===== config.mk =====
export PLATFORM = sky130hd
export DESIGN_NAME = cop0_exc_ctrl
export DESIGN_NICKNAME = d
export VERILOG_FILES = /design/src/rtl/cop0_exc_ctrl.sv
export SDC_FILE = /design/constraint.sdc
export NUM_CORES = 1
export LEC_CHECK = 0
export BUFFER_PORTS_ARGS = -buffer_cell sky130_fd_sc_hd__buf_2
export CORE_ASPECT_RATIO = 0.5
export CORE_UTILIZATION = 35
export DETAILED_ROUTE_END_ITERATION = 10
export GPL_TIMING_DRIVEN = 0
export HOLD_SLACK_MARGIN = 0.1
export PLACE_DENSITY = 0.64
export SETUP_SLACK_MARGIN = 0.02
export SLEW_MARGIN = 20
export SYNTH_ARGS = -nofsm -noshare
export SYNTH_HDL_FRONTEND = slang
export SYNTH_SLANG_ARGS = --single-unit

===== constraint.sdc =====
create_clock -name clk -period 2.3 [get_ports clk]
set_clock_uncertainty 0.15 [all_clocks]
set_input_delay 0.46 -clock clk [delete_from_list [all_inputs] [get_ports clk]]
set_output_delay 0.46 -clock clk [all_outputs]
set_load 0.02 [all_outputs]

===== src/rtl/cop0_exc_ctrl.sv =====
`default_nettype none
// ============================================================================
//  Module   : cop0_exc_ctrl
//  Brief    : Coprocessor-0 register file with exception/interrupt control.
//  Revision : 1.0  initial release
// ============================================================================
module cop0_exc_ctrl #(
   parameter int          NUM_EXC    = 6,
   parameter int          NUM_IRQ    = 5,
   parameter logic [31:0] KERNEL_VEC = 32'h80000180,
   parameter int          RANDOM_LO  = 8
) (
   input  logic                 clk,
   input  logic                 reset,
   input  logic                 wen,
   input  logic [4:0]           wreg,
   input  logic [31:0]          wdata,
   input  logic [4:0]           rreg,
   output logic [31:0]          rdata,
   input  logic [NUM_EXC-1:0]   exc_req,
   input  logic [5*NUM_EXC-1:0] exc_code,
   input  logic [NUM_IRQ-1:0]   irq,
   input  logic [31:0]          epc_in,
   input  logic [31:0]          badvaddr_in,
   input  logic                 eret,
   output logic                 flush,
   output logic [31:0]          redirect_pc,
   output logic                 user_mode,
   output logic                 exc_level,
   output logic [31:0]          epc_out,
   output logic                 timer_irq
);

   localparam logic [4:0] c_REG_RANDOM   = 5'd1;
   localparam logic [4:0] c_REG_BADVADDR = 5'd8;
   localparam logic [4:0] c_REG_COUNT    = 5'd9;
   localparam logic [4:0] c_REG_COMPARE  = 5'd11;
   localparam logic [4:0] c_REG_STATUS   = 5'd12;
   localparam logic [4:0] c_REG_CAUSE    = 5'd13;
   localparam logic [4:0] c_REG_EPC      = 5'd14;
   localparam logic [4:0] c_RANDOM_LO    = 5'(RANDOM_LO);
   localparam logic [4:0] c_RANDOM_HI    = 5'd31;

   logic        r_ie, r_exl, r_um;
   logic [7:0]  r_im;
   logic [4:0]  r_exc_code;
   logic [7:0]  r_ip;
   logic [31:0] r_epc, r_badvaddr, r_count, r_compare;
   logic [4:0]  r_random;
   logic        r_flush;
   logic [31:0] r_redirect_pc;

   logic        w_wr_status, w_wr_cause, w_wr_epc, w_wr_count, w_wr_compare;
   logic        w_sync;
   logic [4:0]  w_sync_code;
   logic        w_pending, w_take, w_do_eret;
   logic [4:0]  w_take_code;
   logic [4:0]  w_ext_ip;

   assign w_wr_status  = wen && (wreg == c_REG_STATUS);
   assign w_wr_cause   = wen && (wreg == c_REG_CAUSE);
   assign w_wr_epc     = wen && (wreg == c_REG_EPC);
   assign w_wr_count   = wen && (wreg == c_REG_COUNT);
   assign w_wr_compare = wen && (wreg == c_REG_COMPARE);

   // Scan from the lowest priority upward so the lowest set index lands last.
   always_comb begin
      w_sync      = 1'b0;
      w_sync_code = 5'd0;
      for (int i = NUM_EXC - 1; i >= 0; i--) begin
         if (exc_req[i]) begin
            w_sync      = 1'b1;
            w_sync_code = exc_code[5*i +: 5];
         end
      end
   end

   always_comb begin
      w_ext_ip              = 5'd0;
      w_ext_ip[NUM_IRQ-1:0] = irq;
   end

   assign w_pending   = r_ie & ~r_exl & (|(r_ip & r_im));
   assign w_take      = w_sync | w_pending;
   assign w_take_code = w_sync ? w_sync_code : 5'd0;
   assign w_do_eret   = eret & ~w_take;

   always_ff @(posedge clk) begin
      if (reset) begin
         r_ie          <= 1'b0;
         r_exl         <= 1'b0;
         r_um          <= 1'b0;
         r_im          <= 8'd0;
         r_exc_code    <= 5'd0;
         r_ip          <= 8'd0;
         r_epc         <= 32'd0;
         r_badvaddr    <= 32'd0;
         r_count       <= 32'd0;
         r_compare     <= 32'd0;
         r_random      <= c_RANDOM_HI;
         r_flush       <= 1'b0;
         r_redirect_pc <= 32'd0;
      end else begin
         if (w_wr_status) begin
            r_ie  <= wdata[0];
            r_exl <= wdata[1];
            r_um  <= wdata[4];
            r_im  <= wdata[15:8];
         end
         // A take or eret overrides whatever EXL the mtc0 carried.
         if (w_take)
            r_exl <= 1'b1;
         else if (w_do_eret)
            r_exl <= 1'b0;

         if (w_take)
            r_exc_code <= w_take_code;

         if (w_wr_cause)
            r_ip[1:0] <= wdata[9:8];
         r_ip[6:2] <= w_ext_ip;
         if (w_wr_compare)
            r_ip[7] <= 1'b0;
         else if (r_count == r_compare)
            r_ip[7] <= 1'b1;

         if (w_take) begin
            if (!r_exl)
               r_epc <= epc_in;
         end else if (w_wr_epc) begin
            r_epc <= wdata;
         end

         if (w_take && (w_take_code == 5'd4 || w_take_code == 5'd5))
            r_badvaddr <= badvaddr_in;

         r_count <= w_wr_count ? wdata : r_count + 32'd1;
         if (w_wr_compare)
            r_compare <= wdata;

         r_random <= (r_random == c_RANDOM_LO) ? c_RANDOM_HI : r_random - 5'd1;

         r_flush <= w_take | w_do_eret;
         if (w_take)
            r_redirect_pc <= KERNEL_VEC;
         else if (w_do_eret)
            r_redirect_pc <= r_epc;
      end
   end

   always_comb begin
      rdata = 32'd0;
      if (!reset) begin
         case (rreg)
            c_REG_RANDOM:   rdata = {27'd0, r_random};
            c_REG_BADVADDR: rdata = r_badvaddr;
            c_REG_COUNT:    rdata = r_count;
            c_REG_COMPARE:  rdata = r_compare;
            c_REG_STATUS:   rdata = {16'd0, r_im, 3'd0, r_um, 2'd0, r_exl, r_ie};
            c_REG_CAUSE:    rdata = {16'd0, r_ip, 1'b0, r_exc_code, 2'd0};
            c_REG_EPC:      rdata = r_epc;
            default:        rdata = 32'd0;
         endcase
      end
   end

   assign flush       = r_flush;
   assign redirect_pc = r_redirect_pc;
   assign user_mode   = r_um & ~r_exl;
   assign exc_level   = r_exl;
   assign epc_out     = r_epc;
   assign timer_irq   = r_ip[7];

endmodule
`default_nettype wire

[After elaboration in Yosys (flattened, before gate mapping)]
Cells that the tools add are included.
Word-level totals
  register bits: 190
  input port bits: 151
Operators by class
  add/sub/neg operators: 2
  equality and inequality tests: 17
  muxes and demuxes: 24
  bitwise operators: 9
  reductions and logical operators: 15
Operator list (number)
  2-to-1 mux 32 bit: 7
  case mux 32 bit (7 select lines): 1
  == test 5 x 4 -> 1 bit (second input constant): 12
  2-to-1 mux 5 bit: 7
  adder 32 x 1 -> 32 bit (second input constant): 1
  == test 32 bit: 1
  == test 5 x 3 -> 1 bit (second input constant): 2
  2-to-1 mux 1 bit: 9
  AND 8 bit: 1
  OR reduction 8 bit: 1
  logical AND 1 bit: 6
  OR reduction 2 bit: 3
  == test 5 x 1 -> 1 bit (second input constant): 1
  subtractor 5 x 1 -> 5 bit (second input constant): 1
  AND 1 bit: 4
  nonzero test 2 bit: 2
  nonzero test 3 bit: 1
  inequality test 2 bit (second input constant): 1
  NOT 1 bit: 2
  OR 1 bit: 2
  AND reduction 2 bit: 1
  logical OR 1 bit: 1

[Logic depth before layout (Yosys ltp)]
Gate-level depths: netlist (run 1).
  depth after elaboration: 11
  depth in mapped cells: 9
  gate-level depth less buffers: 6

[Worst setup path after synthesis (run 1)]
OpenSTA, ideal clock, no wires.
  path kind: input port to output port
  start: in rreg[4]
  end: out rdata[3]
  arrival: 2.010 ns
  data required time: 1.690 ns
  setup slack: -0.320 ns
  cell stages on the path: 5
  cells stage by stage: or3b_2 -> nor2_1 -> clkbuf_1 -> a22oi_1 -> a31oi_1
Between the ends
  longest elaborated chain between the ends: 3
RTL lines
  start, declared: RTL line 18  | input logic [4:0] rreg,
  == test 5 x 4 -> 1 bit or == test 5 x 1 -> 1 bit (tied branches): RTL line 154  | case (rreg)
  case mux 32 bit (7 select lines) *: RTL line 154
  2-to-1 mux 32 bit *: RTL line 153  | if (!reset) begin
  end, declared: RTL line 19  | output logic [31:0] rdata,
Mark *: on every way between the ends. The rest lies on a longest branch, timed or not.

[Final worst setup path (run 1)]
  start: in rreg[2]
  end: out rdata[8]
The elaborated chain is that of the path after synthesis.

==> summary.md, run 1 <==
| Metric | Value |
|---|---|
| Outcome | finished, violations left |
| Failing checks | negative setup slack |
| Fin Hold WS | 0.116 ns |
| Leakage | 5.06 nW |
| Die area | 0.0281 mm2 |
| Synth cell count leaders | dfxtp_1 (190), nand2_1 (162), nor2_1 (130) |
| Number of global-route vias before repair | 9554 |
| First-pass GRT wire length | 59.3 mm |
| CTS Buf Count | 17 |
| Final Util | 0.503 |
| Max cap viols | 0 |
| Area growth, synth to finish | 39.8% |
| Nets | 1569 |
| CTS H-tree depth | 4 |
| Power Density | 599 mW/mm2 |
| Cell taking the most area after synthesis | dfxtp_1 |
| Shortest period the worst path allows | 2.54 ns |
| Post-synthesis sequential area ratio | 0.396 |
| # IOs | 251 |
| Die W | 236 um |
| VDD IR max | 0.000517 V |
| HP Class | in2reg |
| Syn Inst Count | 1123 |
| Total wire length | 40.8 mm |
| Crit path depth | 9 |
| Slew Viols, Final | 0 |
| CP startpoint kind | input pin |
| Critical Path AT | 1.93 ns |
| #FFs+latches synth | 190 |
| Routed Antenna Nets | 0 |
| CP max stage cell | nor4_4 |
| Actual slew at the worst max-slew pin | 1.14 ns |
| Core Area | 0.0267 mm2 |
| GR Overflow Total | 0 |
| Gr usage total | 0.284 |
| Largest net degree at the start of global routing | 20 |
| Biggest cell delay along the critical path | 0.31 ns |
| Post-route cell area | 0.0134 mm2 |
| TritonCTS clock tree | built |
| Clock sink total | 190 |
| Tcrit/Tclk final | 1.10 |
| Final hold violation count | 0 |
| RSZ-0062 raised after global routing | true |
| Area contributors post-synth | dfxtp_1 (40%), mux2i_1 (8.0%), nand2_1 (6.3%) |
| Gpl congestion | 0.991 |
| Crit path required time | 1.69 ns |
| Post-synth cell types | 52 |
| Initial core utilization | 0.360 |
| Final setup vio count | 34 |
| R2R depth | 8 |
| Row count | 42 |
| Worst Path Class, Setup | in2out |
| Max-slew headroom | 0.240 |
| DR pass1 iterations | 5 |
| Fin worst setup slack | -0.236 ns |
| Share of post-route cells with drive strength above 1 | 0.346 |
| Placed cell area | 0.0116 mm2 |
| Warning count from the yosys run | 0 |
| Detailed Place HPWL | 30.4 mm |
| Mapped Nets | 1277 |
| Hold path cells | 2 |
| WP buf/inv | 5 |
| Root buffer cell | clkbuf_16 |
| Crit end category | primary output |
| Most used cell, CP | buf_6 |
| Skew-Pair Late Insertion Delay | 0.46 ns |
| R2R Setup Slk | -0.01 ns |
| First DRT Iteration DRCs | 823 |
| # port buffers | 248 |
| Remaining DRCs | 0 |
| Fmax | 394 MHz |
| CP Max Fanout | 5 |
| Crit path max-delay family | buffers and inverters |
| Vias/cell | 5.60 |
| Prevailing post-synth register cell | dfxtp_1 |
| Asr flop ratio synth | 0 |
| Die Ht | 119 um |
| Bufs on Longest Clock Path | 2 |
| Syn_area_per_cell | 8.55 um2 |
| Initial antenna violation count | 1 |
| Share of the synthesized area in the top cell type | 0.396 |
| Crit path cell chain | buf_4, inv_4, nand2_4, nor4_4, buf_6, clkbuf_16, a22oi_2, a31oi_4, buf_6 |
| Clk pin slew, worst setup/hold paths | 0.07 ns |
| Via count | 9975 |
| Wire per inst | 22.9 um |
| Post-synth EDFFs | 0 |
| Cell Area, Synth | 0.00960 mm2 |
| Count leader, synth | dfxtp_1 |
-- flip-flops by register name (all words and copies together), names as in the netlist --
signal	flops
r_random	5
flush	1
r_im	8
epc_out	32
r_ie	1
exc_level	1
r_um	1
r_badvaddr	32
r_compare	32
redirect_pc	32
r_exc_code	5
r_ip	8
r_count	32
-- area by class of cell --
type | instances | area [um2]
fillers | 2527 | 13300
flip-flops and latches | 190 | 3810
repair buffers | 276 | 1700
clock buffers | 18 | 439
diodes | 1 | 2.50
plain buffers | 87 | 737
inverters | 20 | 77.6
multi-input cells | 823 | 5980
clock inverters | 13 | 236
well taps | 352 | 440
-- timing repair --
item                       4_1_cts  5_1_grt
hold endpoints to repair         3        0
cloned                           3        2
pin swaps                       28       21
gates resized for setup        140      104
buffers inserted                11        9
hold buffers                     3        0
setup endpoints to repair      141      135
-- cells by family (layout without fill, tap and decap cells) --
group / after synthesis / after routing / share of synthesized area
adder cells (fa/ha/maj): 3 / 3 / 0.00391
XOR/XNOR: 63 / 63 / 0.0575
buffers and inverters: 110 / 414 / 0.0525
flip-flops: 190 / 190 / 0.396
multiplexers: 77 / 77 / 0.0803
other: 0 / 1 / 0
AND/OR/NAND/NOR: 435 / 435 / 0.210
AO/OA/AOI/OAI: 245 / 245 / 0.199
-- worst register-to-register path: cells and delay by family, from the launching register on --
family	cells	cell delay [ns]
AO/OA/AOI/OAI	5	1.18
flip-flops	1	0.38
AND/OR/NAND/NOR	1	0.12
buffers and inverters	2	0.34
-- stage by stage --
step | TNS, ns | total power, mW | setup WS, ns | std cells
4_1_cts | -5.24 | 7.98 | -0.223 | 1769
6_report | -4.99 | 8.04 | -0.236 | 1780
5_1_grt | -7.70 | 8.26 | -0.242 | 1780
3_5_place_dp | -93.83 | 4.49 | -0.921 | 1723
2_1_floorplan | 0 | 4.06 | 0.00742 | 1123
3_3_place_gp | -87.10 | 4.47 | -0.898 | 1723
-- power breakdown --
part	leakage [nW]	internal [mW]	total, mW	switching, mW
combinational	3.18	0.435	1.04	0.605
sequential	1.55	3.39	3.53	0.134
clock	0.327	2.07	3.47	1.40
total	5.06	5.90	8.04	2.14
-- cells in the final DEF, fill, tap and decap left out, types with 13 or more instances in the layout --
| cell | synthesis | routed |
|---|---|---|
| a211oi_1 | 24 | 24 |
| a21oi_1 | 65 | 47 |
| a21oi_2 | 0 | 17 |
| a22oi_1 | 76 | 58 |
| a22oi_2 | 0 | 18 |
| a311oi_2 | 32 | 32 |
| a31oi_4 | 0 | 13 |
| buf_2 | 10 | 218 |
| buf_4 | 3 | 37 |
| buf_6 | 9 | 26 |
| clkbuf_1 | 67 | 41 |
| clkbuf_16 | 0 | 24 |
| dfxtp_1 | 190 | 187 |
| inv_1 | 20 | 19 |
| mux2i_1 | 77 | 77 |
| nand2_1 | 162 | 159 |
| nand2b_1 | 66 | 66 |
| nor2_1 | 130 | 99 |
| nor2_2 | 1 | 16 |
| nor2_4 | 0 | 16 |
| xnor2_1 | 51 | 51 |
-- layer usage --
layer  vias to the layer above  part of all wire  track usage
met4                         0             0.025        0.101
met5                         -                 0            0
met1                      4933              0.46        0.393
met2                       433              0.45        0.441
li1                       4546                 -            -
met3                        63             0.072       0.0531
-- worst paths after layout --
check                 from             to
max                rreg[2]       rdata[8]
min                 irq[3]        r_ip[5]
max reg2reg        r_ip[7]    epc_out[26]
min reg2reg  r_exc_code[2]  r_exc_code[2]
Note: power is estimated with default switching activity, not from simulation.
==> run 2, diff against run 1 <==
--- a/config.mk
+++ b/config.mk
@@ -12,8 +12,9 @@
 export GPL_TIMING_DRIVEN = 0
 export HOLD_SLACK_MARGIN = 0.1
 export PLACE_DENSITY = 0.64
-export SETUP_SLACK_MARGIN = 0.02
+export SETUP_SLACK_MARGIN = 0.4
 export SLEW_MARGIN = 20
 export SYNTH_ARGS = -nofsm -noshare
 export SYNTH_HDL_FRONTEND = slang
 export SYNTH_SLANG_ARGS = --single-unit
+export TNS_END_PERCENT = 30
==> summary.md, run 2 (synthesis results as in run 1) <==
| Metric | Value |
|---|---|
| Outcome | finished, violations left |
| Failing checks | negative setup slack |
| Tcrit/Tclk final | 1.10 (-0.00492) |
| Worst Path Class, Setup | in2out |
| Critical R2R Launch | r_ip[0] |
| Actual slew at the worst max-slew pin | 0.955 ns (-0.183 ns) |
| Crit path required time | 1.69 ns (about the same) |
| Met1 usage | 0.397 (+0.00357) |
| Vias/cell | 5.48 (-2.2%) |
| Die W | 236 um (unchanged) |
| Final hold violation count | 0 (unchanged) |
| Fin Hold WS | 0.107 ns (-0.00956 ns) |
| Biggest cell delay along the critical path | 0.44 ns (+0.13 ns) |
| Hold path cells | 2 (unchanged) |
| First-pass GRT wire length | 59.3 mm (+0.10%) |
| Hold EP | r_ip[2] |
| Nets | 1586 (+1.1%) |
| # port buffers | 248 (unchanged) |
| Core Area | 0.0267 mm2 (unchanged) |
| Max cap viols | 0 (unchanged) |
| Fin worst setup slack | -0.225 ns (+0.0113 ns) |
| Root buffer cell | clkbuf_16 |
| Fmax | 396 MHz (+0.45%) |
| Final Non-Filler Cells | 1795 (+0.84%) |
| CP Max Fanout | 6 (+1) |
| CP startpoint kind | input pin |
| R2R Setup Slk | -0.02 ns (about the same) |
| Area growth, synth to finish | 49.7% |
| Met2 Use GR | 0.454 (+0.0131) |
| Total wire length | 40.7 mm (-0.26%) |
| Most common cell after layout, fill and taps aside | buf_2 |
| Final Util | 0.538 (+0.0356) |
| Placed cell area | 0.0122 mm2 (+5.1%) |
| RSZ-0062 raised after global routing | true |
| Clock sink total | 190 (unchanged) |
| HP Class | in2reg |
| Clk pin slew, worst setup/hold paths | 0.07 ns (about the same) |
| Row count | 42 (unchanged) |
| Most frequent cells in the layout | buf_2 (216), dfxtp_1 (180), nand2_1 (158), mux2i_1 (77), nor2_1 (69) |
| Final setup vio count | 35 (+2.9%) |
| Post-route cell area | 0.0144 mm2 (+7.1%) |
| Gpl congestion | 0.933 (-5.8%) |
| Remaining DRCs | 0 (unchanged) |
| Wire per inst | 22.7 um (-1.1%) |
| Max-slew headroom | 0.364 (+0.124) |
| Bufs on Longest Clock Path | 2 (unchanged) |
| Number of global-route vias before repair | 9671 (+1.2%) |
| Largest net degree at the start of global routing | 17 (-15%) |
| First DRT Iteration DRCs | 741 (-10%) |
| Most used cell, CP | buf_12 |
| Met3 Use GR | 0.0406 (-0.0125) |
| Initial core utilization | 0.360 (unchanged) |
| GR Overflow Total | 0 (unchanged) |
| Initial antenna violation count | 0 (-1) |
| Die area | 0.0281 mm2 (unchanged) |
| CP max stage cell | or3b_4 |
| VDD IR max | 0.000560 V (+8.4%) |
| Critical Path AT | 1.91 ns (-0.02 ns) |
| Shortest period the worst path allows | 2.52 ns (-0.0113 ns) |
| Via count | 9842 (-1.3%) |
| Skew-Pair Late Insertion Delay | 0.46 ns (about the same) |
| FF-to-FF End | epc_out[13] |
| N_diodes | 0 (-1) |
| Slew Viols, Final | 0 (unchanged) |
| Crit end category | primary output |
| DR pass1 iterations | 5 (unchanged) |
| Power Density | 527 mW/mm2 (-12%) |
| TritonCTS clock tree | built |
| CTS Buf Count | 17 (unchanged) |
| Crit path cell chain | buf_12, or3b_4, nor2_4, buf_12, clkbuf_16, a22oi_2, a31oi_4, buf_6 |
| Leakage | 5.33 nW (+5.3%) |
| # IOs | 251 (unchanged) |
| CTS H-tree depth | 4 (unchanged) |
| Share of post-route cells with drive strength above 1 | 0.404 (+0.0578) |
| Hold Path Origin | irq[0] |
| Die Ht | 119 um (unchanged) |
| Gr usage total | 0.284 (about the same) |
| R2R depth | 10 (+2) |
| Detailed Place HPWL | 30.2 mm (-0.68%) |
| Fillcell total | 2440 (-3.4%) |
| Routed Antenna Nets | 0 (unchanged) |
| GR peak layer | met2 |
| Inst Count DP | 1723 (unchanged) |
-- run 2: layer usage --
metal,vias up,routed length [um]
li1,4586,-
met1,4851,18700
met2,353,18900
met3,52,2450
met4,0,694
met5,-,0
-- run 2: metrics by stage --
stage / total power [mW] / setup WS [ns] / TNS [ns]
after detailed placement: 4.57 / -0.611 / -88.61
after global placement: 4.55 / -0.654 / -86.29
after CTS: 7.49 / -0.229 / -6.85
after global routing: 7.78 / -0.240 / -7.50
final: 7.57 / -0.225 / -6.02
after floorplan: 4.13 / 0.0653 / 0
-- run 2: layout make-up --
type | count | area (um2) | area share
inverters | 20 | 91.3 | 0.00636
multi-input cells | 823 | 6500 | 0.452
clock inverters | 9 | 63.8 | 0.00444
plain buffers | 90 | 921 | 0.0641
repair buffers | 290 | 2060 | 0.144
clock buffers | 21 | 470 | 0.0327
well taps | 352 | 440 | 0.0307
flip-flops and latches | 190 | 3820 | 0.266
-- run 2: critical path: cells and delay by family --
family	cells	cell delay [ns]
buffers and inverters	4	0.55
AO/OA/AOI/OAI	2	0.31
AND/OR/NAND/NOR	2	0.58
-- run 2: worst max path at each step --
| stage | from | to | slack [ns] |
|---|---|---|---|
| detailed placement | rreg[2] | rdata[9] | -0.61 |
| global route | rreg[1] | rdata[20] | -0.24 |
| floorplan | exc_req[3] | epc_out[10] | 0.07 |
| CTS | rreg[1] | rdata[12] | -0.23 |
| global placement | exc_req[0] | epc_out[26] | -0.65 |
| finish | rreg[1] | rdata[9] | -0.22 |
-- run 2: timing repair --
item | 4_1_cts | 5_1_grt
pin swaps | 46 | 69
setup buffers | 19 | 6
endpoints found under the hold margin | 4 | 0
hold buffers | 4 | 0
resized for setup | 190 | 132
gates cloned | 9 | 4
endpoints found under the setup margin | 213 | 201
-- run 2: power breakdown --
part / internal [mW] / total, mW / switching [mW]
sequential: 3.39 / 3.53 / 0.143
combinational: 0.530 / 1.19 / 0.659
clock: 1.46 / 2.84 / 1.39
total: 5.38 / 7.57 / 2.19
